==> config.mk <==
export PLATFORM = sky130hd
export DESIGN_NAME = wb_arbiter
export DESIGN_NICKNAME = d
export VERILOG_FILES = /design/src/rtl/wb_arbiter.sv
export SDC_FILE = /design/constraint.sdc
export NUM_CORES = 1
export LEC_CHECK = 0
export CAP_MARGIN = 10
export CORE_MARGIN = 8
export CORE_UTILIZATION = 53
export DETAILED_ROUTE_END_ITERATION = 8
export PLACE_DENSITY = 0.88
export SLEW_MARGIN = 20
export SYNTH_ARGS = -nofsm -noshare
export SYNTH_HDL_FRONTEND = slang
export SYNTH_SLANG_ARGS = --single-unit
==> constraint.sdc <==
create_clock -name clk -period 4.4 [get_ports clk]
set_input_delay 0.88 -clock clk [delete_from_list [all_inputs] [get_ports clk]]
set_output_delay 0.88 -clock clk [all_outputs]
set_load 0.02 [all_outputs]
==> src/rtl/wb_arbiter.sv <==
// Writeback arbiter: merges the main-pipe writeback with a queue of
// long-latency results onto one registered register-file write port, and
// provides operand bypass from that port plus a stall for queued producers.
module wb_arbiter #(
   parameter int DEPTH = 4
) (
   input  logic                       clk,
   input  logic                       rst,
   input  logic                       pipe_valid,
   input  logic                       pipe_wr,
   input  logic [4:0]                 pipe_dst,
   input  logic [31:0]                pipe_result,
   input  logic                       slow_valid,
   output logic                       slow_ready,
   input  logic [4:0]                 slow_dst,
   input  logic [31:0]                slow_result,
   output logic [4:0]                 WB_Dst,
   output logic [31:0]                WB_Result,
   output logic                       RFWr,
   input  logic [4:0]                 ID_rs,
   input  logic [4:0]                 ID_rt,
   input  logic [31:0]                ID_BusA,
   input  logic [31:0]                ID_BusB,
   output logic [31:0]                ID_FwdA,
   output logic [31:0]                ID_FwdB,
   output logic                       ID_Stall,
   output logic [$clog2(DEPTH):0]     q_count
);

   localparam int AW = (DEPTH > 1) ? $clog2(DEPTH) : 1;
   localparam int CW = $clog2(DEPTH) + 1;
   localparam logic [CW-1:0] FULL = CW'(DEPTH);

   // queue storage: live bits are control (reset), dst/data are payload
   logic [DEPTH-1:0]  q_live;
   logic [4:0]        q_dst  [DEPTH];
   logic [31:0]       q_data [DEPTH];
   logic [AW-1:0]     rd_ptr, wr_ptr;

   // registered write port
   logic              out_valid;
   logic [4:0]        out_dst;
   logic [31:0]       out_data;

   logic              pipe_we, slow_acc, push, push_live, head_valid, head_live, pop;

   assign pipe_we    = pipe_valid & pipe_wr & (pipe_dst != 5'd0);
   assign slow_ready = (q_count < FULL);
   assign slow_acc   = slow_valid & slow_ready;
   // r0 beats are acknowledged but never occupy a slot
   assign push       = slow_acc & (slow_dst != 5'd0);
   // a same-cycle pipe write to the same register is younger: beat is born dead
   assign push_live  = ~(pipe_we & (pipe_dst == slow_dst));
   assign head_valid = (q_count != '0);
   assign head_live  = head_valid & q_live[rd_ptr];
   // dead heads always drain; live heads drain only when the pipe is not writing
   assign pop        = head_valid & (~q_live[rd_ptr] | ~pipe_we);

   assign RFWr       = out_valid;
   assign WB_Dst     = out_dst;
   assign WB_Result  = out_data;

   // queue control: pointers, occupancy, live bits and squash by younger pipe writes
   always_ff @(posedge clk or negedge rst) begin
      if (!rst) begin
         rd_ptr  <= '0;
         wr_ptr  <= '0;
         q_count <= '0;
         q_live  <= '0;
      end else begin
         for (int i = 0; i < DEPTH; i++) begin
            if (pipe_we && q_dst[i] == pipe_dst) q_live[i] <= 1'b0;
         end
         if (pop) begin
            q_live[rd_ptr] <= 1'b0;
            rd_ptr         <= rd_ptr + 1'b1;
         end
         if (push) begin
            q_live[wr_ptr] <= push_live;
            wr_ptr         <= wr_ptr + 1'b1;
         end
         case ({push, pop})
            2'b10:   q_count <= q_count + 1'b1;
            2'b01:   q_count <= q_count - 1'b1;
            default: q_count <= q_count;
         endcase
      end
   end

   // queue payload capture on push
   always_ff @(posedge clk) begin
      if (push) begin
         q_dst[wr_ptr]  <= slow_dst;
         q_data[wr_ptr] <= slow_result;
      end
   end

   // output stage: pipe has priority, else a live queue head, else idle
   always_ff @(posedge clk or negedge rst) begin
      if (!rst) begin
         out_valid <= 1'b0;
         out_dst   <= '0;
         out_data  <= '0;
      end else if (pipe_we) begin
         out_valid <= 1'b1;
         out_dst   <= pipe_dst;
         out_data  <= pipe_result;
      end else if (head_live) begin
         out_valid <= 1'b1;
         out_dst   <= q_dst[rd_ptr];
         out_data  <= q_data[rd_ptr];
      end else begin
         out_valid <= 1'b0;
      end
   end

   // bypass from the registered write port only
   always_comb begin
      ID_FwdA = ID_BusA;
      ID_FwdB = ID_BusB;
      if (out_valid && out_dst == ID_rs && ID_rs != 5'd0) ID_FwdA = out_data;
      if (out_valid && out_dst == ID_rt && ID_rt != 5'd0) ID_FwdB = out_data;
   end

   // stall while a pending slow producer (queued live or arriving now) targets an operand
   always_comb begin
      ID_Stall = 1'b0;
      for (int i = 0; i < DEPTH; i++) begin
         if (q_live[i] && ((ID_rs != 5'd0 && q_dst[i] == ID_rs) ||
                           (ID_rt != 5'd0 && q_dst[i] == ID_rt)))
            ID_Stall = 1'b1;
      end
      if (push && ((ID_rs != 5'd0 && slow_dst == ID_rs) ||
                   (ID_rt != 5'd0 && slow_dst == ID_rt)))
         ID_Stall = 1'b1;
   end

endmodule

[Word level (Yosys, flattened, before mapping)]
Memory sizes are Yosys's and may differ from the RTL's.
Cells that the tools add are included.
Operators by class
  $add $sub $neg: 4
  order comparisons: 5
  eq/ne operators: 19
  multiplexer cells: 29
  bitwise logic cells: 13
  reductions and logical operators: 37
Operators with widths (number)
  $mux W32: 4
  $eq A5 B5 Y1: 17
  $logic_and A1 B1 Y1: 25
  $reduce_bool A5 Y1: 4
  $mux W1: 16
  $mux W5: 2
  $mux W4: 2
  $and A1 B1 Y1: 7
  $lt A2 B3 Y1 const B: 2
  $pmux W3 S2: 1
  $logic_or A1 B1 Y1: 5
  $add A2 B1 Y2 const B: 2
  $and A4 B4 Y4: 1
  $bwmux W4: 1
  $demux W1 S2: 2
  $ge A2 B1 Y1 const B: 2
  $not A4 Y4: 1
  $reduce_bool A2 Y1: 2
  $add A3 B1 Y3 const B: 1
  $lt A3 B3 Y1 const B: 1
  $not A1 Y1: 3
  $reduce_bool A3 Y1: 1
  $sub A3 B1 Y3 const B: 1
  $bmux W1 S2: 1
  3 further kinds: 3
Word-level totals
  flip-flop bits (word level): 49
  bits in writable memories: 148
  word-level logic and storage cells: 116
  memories kept: 2
Memory list
  q_data: words 4, width 32, read ports 1, clocked after Yosys merged registers in 0, wr ports 1, RTL line 37  | logic [31:0] q_data [DEPTH];
  q_dst: words 4, width 5, read ports 5, clocked after Yosys merged registers in 0, wr ports 1, RTL line 36  | logic [4:0] q_dst [DEPTH];

[Longest topological paths before layout]
Gate-level depths: netlist (run 1).
  word-level depth: 9
  mapped depth: 11

[Worst setup path after synthesis (run 1)]
No wires, ideal clock.
  kind: input to output
  start point: in ID_rs[2]
  end point: out ID_FwdA[0]
  arrival time: 2.372 ns
  setup slack: 1.148 ns
  stages: 6
  buffers on the path: 2
  cells stage by stage: buf_2 -> or4_4 -> nor2_4 -> nor4_4 -> buf_6 -> mux2_1
Between the ends
  longest elaborated chain between the ends: 4
  elaborated cells between the ends (all ways): 5
  classes of those cells: eq/ne: 1; mux: 1; reduce/logical: 3
Ends and longest elaborated chain
  from (decl): RTL line 20  | input logic [4:0] ID_rs,
  $eq A5 B5 Y1: RTL line 121  | if (out_valid && out_dst == ID_rs && ID_rs != 5'd0) ID_FwdA = out_data;
  $logic_and A1 B1 Y1: RTL line 121
  $logic_and A1 B1 Y1 *: RTL line 121
  $mux W32 *: RTL line 121
  to (decl): RTL line 24  | output logic [31:0] ID_FwdA,
Mark *: on every way between the ends. The rest lies on a longest branch, timed or not.

[Final worst setup path (run 1)]
  start point: in ID_rt[2]
  end point: out ID_FwdB[28]
Between the ends
  longest elaborated chain between the ends: 4
  elaborated cells between the ends (all ways): 5
  classes of those cells: eq/ne: 1; mux: 1; reduce/logical: 3
Ends and longest elaborated chain
  from (decl): RTL line 21  | input logic [4:0] ID_rt,
  $eq A5 B5 Y1: RTL line 122  | if (out_valid && out_dst == ID_rt && ID_rt != 5'd0) ID_FwdB = out_data;
  $logic_and A1 B1 Y1: RTL line 122
  $logic_and A1 B1 Y1 *: RTL line 122
  $mux W32 *: RTL line 122
  to (decl): RTL line 25  | output logic [31:0] ID_FwdB,
Marks and branches as above.

==> results of run 1 <==
## through the flow
stage | area, um2 | total power, mW | util | hold WS [ns] | worst slack (ns)
6_report | 13180 | 7.208 | 0.7334 | 0.4387 | 0.2489
5_1_grt | 13170 | 7.542 | 0.7333 | 0.4483 | 0.1543
4_1_cts | 13170 | 7.266 | 0.7333 | 0.4455 | 0.2483
3_5_place_dp | 12560 | 5.655 | 0.6990 | 0.6191 | 0.2559
3_3_place_gp | 12560 | 5.570 | 0.6990 | 0.6053 | 0.2494
2_1_floorplan | 9696 | 4.524 | - | 0.5796 | 1.148
## worst max-delay path, stage by stage
cell	delay, ns
clkdlybuf4s50_1	0.47
or4_4	0.57
nor2_4	0.16
nor4_4	0.07
buf_4	0.22
mux2_1	0.34
clkdlybuf4s50_1	0.55
## routing by layer
metal  vias to the layer above  global-route usage  part of all wire
li1                       2936                   -                 -
met1                      3240              0.2534              0.39
met2                       255              0.3827              0.51
met3                        38             0.05647             0.077
met4                         0             0.08362             0.020
met5                         -                   0                 0
## registers in the layout, indices dropped and copies added (netlist names)
register   cells
q_data       128
WB_Result     32
q_dst         20
WB_Dst         5
q_live         4
q_count        3
rd_ptr         2
wr_ptr         2
RFWr           1
## layout make-up
type | count | area [um2] | area share
Antenna cell | 1 | 2.502 | 0.0001899
Clock buffer | 18 | 429.2 | 0.03257
Clock inverter | 14 | 187.7 | 0.01425
Inverter | 14 | 52.55 | 0.003989
Multi-Input combinational cell | 384 | 3704 | 0.2811
Sequential cell | 197 | 5673 | 0.4306
Tap cell | 229 | 286.5 | 0.02175
Timing Repair Buffer | 286 | 2840 | 0.2156
## power by group through the flow
| stage | registers (mW) | clock network [mW] | logic, mW |
|---|---|---|---|
| after floorplan | 2.92 | 0 | 1.60 |
| after global placement | 2.76 | 0 | 2.80 |
| after detailed placement | 2.79 | 0 | 2.86 |
| after CTS | 2.75 | 1.62 | 2.89 |
| after global routing | 2.81 | 1.69 | 3.05 |
| final | 2.75 | 1.61 | 2.85 |
## cells in the mapped netlist
cell type	instances	area share
a211o_1	4	0.0036
a21oi_1	37	0.019
a22oi_1	1	0.00077
buf_1	3	0.0012
buf_2	22	0.011
buf_4	7	0.0054
buf_6	9	0.010
clkbuf_1	2	0.00077
dfrtp_1	49	0.13
edfxtp_1	148	0.46
fa_1	1	0.0021
ha_1	9	0.012
inv_1	14	0.0054
mux2_1	3	0.0035
mux2_2	61	0.071
mux2i_1	37	0.038
mux4_2	38	0.088
nand2_1	7	0.0027
nand3_1	16	0.0083
nand4_1	3	0.0019
nor2_1	38	0.015
nor2_4	2	0.0023
nor4_1	7	0.0045
nor4_4	2	0.0044
o211ai_1	4	0.0031
o211ai_4	1	0.0022
o21ai_0	10	0.0052
o22ai_1	2	0.0013
o311a_1	1	0.0010
o31ai_1	1	0.00077
o32a_2	1	0.0012
o41ai_1	4	0.0036
or3_1	1	0.00065
or4_4	3	0.0035
xnor2_1	63	0.057
xor2_1	27	0.024
## path summary, 6_finish.rpt
path                                 to  cells after the start  slack [ns]
setup / recovery            ID_FwdB[28]                      7        0.25
max in group asynchronous     rd_ptr[0]                      2        3.07
hold / removal             WB_Result[7]                      1        0.44
min in group clk              wr_ptr[1]                      2        0.63
setup reg to reg             q_count[2]                      9        2.00
hold reg to reg               wr_ptr[1]                      2        0.63
## cell families (layout without fill, tap and decap cells)
kind of cell / Yosys count / in the layout / share of synthesized area
flip-flops: 197 / 197 / 0.5848
buffers and inverters: 57 / 332 / 0.03459
other: 0 / 1 / 0
adder cells (fa/ha/maj): 10 / 10 / 0.01368
AO/OA/AOI/OAI: 66 / 66 / 0.04181
AND/OR/NAND/NOR: 79 / 79 / 0.04297
multiplexers: 139 / 139 / 0.2008
XOR/XNOR: 90 / 90 / 0.08130
==> impl_metrics.json, run 1 <==
{
  "num-nets-final": 1063,
  "clk_latency_ns": 0.43,
  "data_required_time_of_the_critical_path_ns": 3.52,
  "max_cap_viol_count": 0,
  "post_cts_resized": 0,
  "viasPerCell": 5.660,
  "core.rowCount": 49,
  "clockRootBuffer": "clkbuf_16",
  "track_usage": 0.2189,
  "design.die.area_um2": 22880,
  "critPathCaptureType": "primary output",
  "power.leakage_nw": 4.789,
  "status": "completed",
  "nFillCells": 1162,
  "layout-drive-gt1-share": 0.1906,
  "count_of_unresolved_drc_violations_after_routing": 0,
  "pwr_density_cell_nw_per_um2": 547.1,
  "critical_path.startpoint": "ID_rt[2]",
  "max_freq_mhz": 240.9,
  "ys_seq_elements": 197,
  "synthesized_cell_area_um2": 9696,
  "clock_skew_ns": 0.01275,
  "post_synthesis_sequential_area_ratio": 0.5848,
  "initial_cell_density_of_the_core": 0.5397,
  "setup.worst_path.start_class": "input pin",
  "mostFrequentLayoutCells": "258 x clkdlybuf4s50_1, 148 x edfxtp_1, 63 x xnor2_1",
  "timing_worst_slew_pin_value_ns": 0.8804,
  "layout_commonest_cell": "clkdlybuf4s50_1",
  "crit_fanout": 18,
  "gp_routability_congestion": 0.9608,
  "clockPowerShare": 0.223,
  "share_seq_of_total_power": 0.382,
  "hold_path.class": "input pin to async pin",
  "postRouteWirelength_um": 25100,
  "timing.setup.critical_path_class": "input pin to primary output",
  "clkSinkCount": 197,
  "clock_tree.buffer_depth": 2,
  "unrepaired_setup_endpoints_after_global_routing": "no",
  "core-area_um2": 17960,
  "die_w_um": 151.3,
  "netlist-cell-type-count": 36,
  "cp_data_arrival_time_ns": 3.27,
  "num_io_pins": 260,
  "detailedPlacementHpwl_um": 18090,
  "yosys_warn_count": 0,
  "final_hold_fails": 0,
  "r2r_start": "q_live[3]",
  "area.growth.synth_to_final_pct": 35.89,
  "dieHeight_um": 151.3,
  "avgSynthCellArea_um2": 15.20,
  "fin_tns_setup_ns": 0,
  "fin_cells": 1143,
  "drt_first_pass_iters": 4,
  "cts_tree": "built",
  "clk_transition_reported_paths_ns": 0.07,
  "timing.final.crit_share": 0.9434,
  "cts_htree_levels": 4,
  "gr-total-overflow": 0,
  "ant_nets": 0,
  "detailedRoute.firstIterationViolations": 313,
  "placedCellCount": 1110,
  "report.final.setup_viol": 0,
  "avgRoutedWirePerCell_um": 21.96,
  "netlist_instances": 638,
  "relSlewSlack": 0.4131,
  "netSwitchingFraction": 0.3424,
  "tritoncts.num_buffers": 17,
  "grt_pass1_vias": 6990,
  "power.combinational.fraction": 0.395,
  "vdd.ir_drop.worst_uv": 443.5,
  "cts.hold.buffers_added": 0,
  "final_max_slew_viol_count": 0,
  "grt_max_degree": 80,
  "portBuffers": 259,
  "internal_power_mw": 4.740,
  "grt_antenna_before_repair": 0,
  "synthesized_nets": 801,
  "routed-via-count": 6469,
  "cts.repair_timing.setup_buffer_count": 0,
  "period_minus_slack_ns": 4.151,
  "total_switching_power_mw": 2.468,
  "grt_first_pass_wirelength_um": 38070
}
Note: power is estimated with default switching activity, not from simulation.
==> inputs of run 2 (changes only) <==
--- a/config.mk
+++ b/config.mk
@@ -10,7 +10,7 @@
 export CORE_UTILIZATION = 53
 export DETAILED_ROUTE_END_ITERATION = 8
 export PLACE_DENSITY = 0.88
-export SLEW_MARGIN = 20
+export SLEW_MARGIN = 0
 export SYNTH_ARGS = -nofsm -noshare
 export SYNTH_HDL_FRONTEND = slang
 export SYNTH_SLANG_ARGS = --single-unit
==> results of run 2 <==
No change in the layout: final DEF, timing and power equal those of run 1.
==> inputs of run 3 (changes only) <==
--- a/config.mk
+++ b/config.mk
@@ -6,9 +6,11 @@
 export NUM_CORES = 1
 export LEC_CHECK = 0
 export CAP_MARGIN = 10
+export CORE_ASPECT_RATIO = 1.5
 export CORE_MARGIN = 8
 export CORE_UTILIZATION = 53
 export DETAILED_ROUTE_END_ITERATION = 8
+export GPL_ROUTABILITY_DRIVEN = 0
 export PLACE_DENSITY = 0.88
 export SLEW_MARGIN = 0
 export SYNTH_ARGS = -nofsm -noshare
==> impl_metrics.json, run 3 (same netlist as run 1, synthesis figures left out) <==
{
  "status": "completed",
  "track_usage": 0.2351,
  "netSwitchingFraction": 0.3474,
  "crit_fanout": 19,
  "cp_data_arrival_time_ns": 3.34,
  "hold_ws_ns": 0.3825,
  "clockRootBuffer": "clkbuf_16",
  "gr-total-overflow": 0,
  "fin_cells": 1138,
  "clkSinkCount": 197,
  "design.die.area_um2": 22970,
  "critPathCaptureType": "primary output",
  "data_required_time_of_the_critical_path_ns": 3.52,
  "total_switching_power_mw": 2.499,
  "worst_path_largest_cell_delay_ns": 0.61,
  "viasPerCell": 5.801,
  "clockPowerShare": 0.217,
  "timing.setup.critical_path_class": "input pin to primary output",
  "grt_first_pass_wirelength_um": 40960,
  "routed-via-count": 6601,
  "timing.final.crit_share": 0.9588,
  "power.leakage_nw": 4.815,
  "setup.worst_path.start_class": "input pin",
  "clk_transition_reported_paths_ns": 0.08,
  "clock_skew_ns": 0.01214,
  "report.final.setup_viol": 0,
  "critical_path.cell_chain": "clkdlybuf4s50_1 -> or4_4 -> nor2_4 -> nor4_4 -> buf_4 -> mux2_2 -> clkdlybuf4s50_1",
  "tritoncts.num_buffers": 17,
  "ant_nets": 0,
  "count_of_unresolved_drc_violations_after_routing": 0,
  "clock_tree.buffer_depth": 2,
  "placedCellCount": 1106,
  "final_max_slew_viol_count": 0,
  "cts_tree": "built",
  "period_minus_slack_ns": 4.219,
  "mostFrequentLayoutCells": "258 x clkdlybuf4s50_1, 148 x edfxtp_1, 63 x xnor2_1",
  "hold_path.class": "input pin to async pin",
  "pwr_density_cell_nw_per_um2": 546.2,
  "share_seq_of_total_power": 0.384,
  "cts_htree_levels": 4,
  "cts.hold.buffers_added": 0,
  "initial_cell_density_of_the_core": 0.5404,
  "detailedRoute.firstIterationViolations": 442,
  "area.growth.synth_to_final_pct": 35.82,
  "unrepaired_setup_endpoints_after_global_routing": "no",
  "detailedPlacementHpwl_um": 19340,
  "avgRoutedWirePerCell_um": 23.37,
  "grt_antenna_before_repair": 0,
  "max_freq_mhz": 237.0,
  "core.rowCount": 60,
  "die_w_um": 126.4,
  "timing_worst_slew_pin_value_ns": 0.8342,
  "clk_latency_ns": 0.43,
  "layout_commonest_cell": "clkdlybuf4s50_1",
  "post_cts_resized": 0,
  "setup_slack_ns": 0.1815,
  "portBuffers": 259,
  "max_cap_viol_count": 0,
  "diodes": 0,
  "drt_first_pass_iters": 4,
  "dp_slack_ns": 0.1885,
  "relSlewSlack": 0.4439,
  "num_io_pins": 260,
  "num-nets-final": 1071,
  "register_ranked_first_by_flip_flop_count": "q_data",
  "worst_path_max_delay_cell": "clkdlybuf4s50_1",
  "cell_repeated_most_along_the_worst_path": "clkdlybuf4s50_1",
  "dieHeight_um": 181.7,
  "final_hold_fails": 0,
  "grt_max_degree": 80,
  "largest_reg_flops": 128,
  "layout-drive-gt1-share": 0.1976,
  "power.combinational.fraction": 0.399,
  "fin_tns_setup_ns": 0,
  "internal_power_mw": 4.694,
  "cts.repair_timing.setup_buffer_count": 0,
  "grt_pass1_vias": 7244,
  "vdd.ir_drop.worst_uv": 333.0,
  "postRouteWirelength_um": 26590,
  "core-area_um2": 17940
}
-- run 3: cell count changes in the layout (fill, tap and decap cells not counted) --
cell,change
buf_12,-3
clkinv_4,-1
clkinv_8,+2
clkinv_2,+2
bufinv_16,-1
diode_2,-1
inv_6,-2
buf_4,+11
inv_8,-1
clkbuf_8,+1
-- run 3: worst paths after layout --
check,depth (start not counted),endpoint,startpoint,slack [ns]
min,1,WB_Result[12],rst,0.38
max reg2reg,9,q_count[2],q_live[3],2.02
max,7,ID_FwdB[19],ID_rt[4],0.18
min in group clk,2,wr_ptr[1],wr_ptr[1],0.63
max in group asynchronous,2,rd_ptr[1],rst,3.10
min reg2reg,2,wr_ptr[1],wr_ptr[1],0.63
-- run 3: final cells by class --
cell class | instances | area, um2
fill | 1179 | 4773
timing repair buffer | 294 | 2863
multi-input combinational | 384 | 3704
inverter | 14 | 52.55
clock buffer | 19 | 442.9
tap | 217 | 271.5
clock inverter | 13 | 162.7
sequential | 197 | 5673
-- run 3: stage by stage --
| stage | utilization | instance area [um2] | power, mW |
|---|---|---|---|
| 2_1_floorplan | - | 9696 | 4.524 |
| 3_3_place_gp | 0.7002 | 12560 | 5.594 |
| 3_5_place_dp | 0.7002 | 12560 | 5.682 |
| 4_1_cts | 0.7340 | 13170 | 7.251 |
| 5_1_grt | 0.7340 | 13170 | 7.534 |
| 6_report | 0.7340 | 13170 | 7.192 |
-- run 3: layer usage --
| metal | wire (um) | GRT usage | up-vias |
|---|---|---|---|
| met5 | 0 | 0 | - |
| met4 | 1187 | 0.1286 | 0 |
| met3 | 1744 | 0.05748 | 76 |
| met2 | 14320 | 0.4242 | 323 |
| met1 | 9340 | 0.2444 | 3255 |
| li1 | - | - | 2947 |
-- run 3: power by group through the flow --
stage / clock (mW) / sequential (mW) / combinational, mW
floorplan: 0 / 2.92 / 1.60
CTS: 1.59 / 2.76 / 2.90
global route: 1.65 / 2.81 / 3.07
detailed placement: 0 / 2.80 / 2.89
finish: 1.56 / 2.76 / 2.87
global placement: 0 / 2.77 / 2.82
-- run 3: critical path, delay by kind of cell --
family	cells	cell delay, ns
simple gates	3	0.55
buf+inv	3	1.50
mux	1	0.38
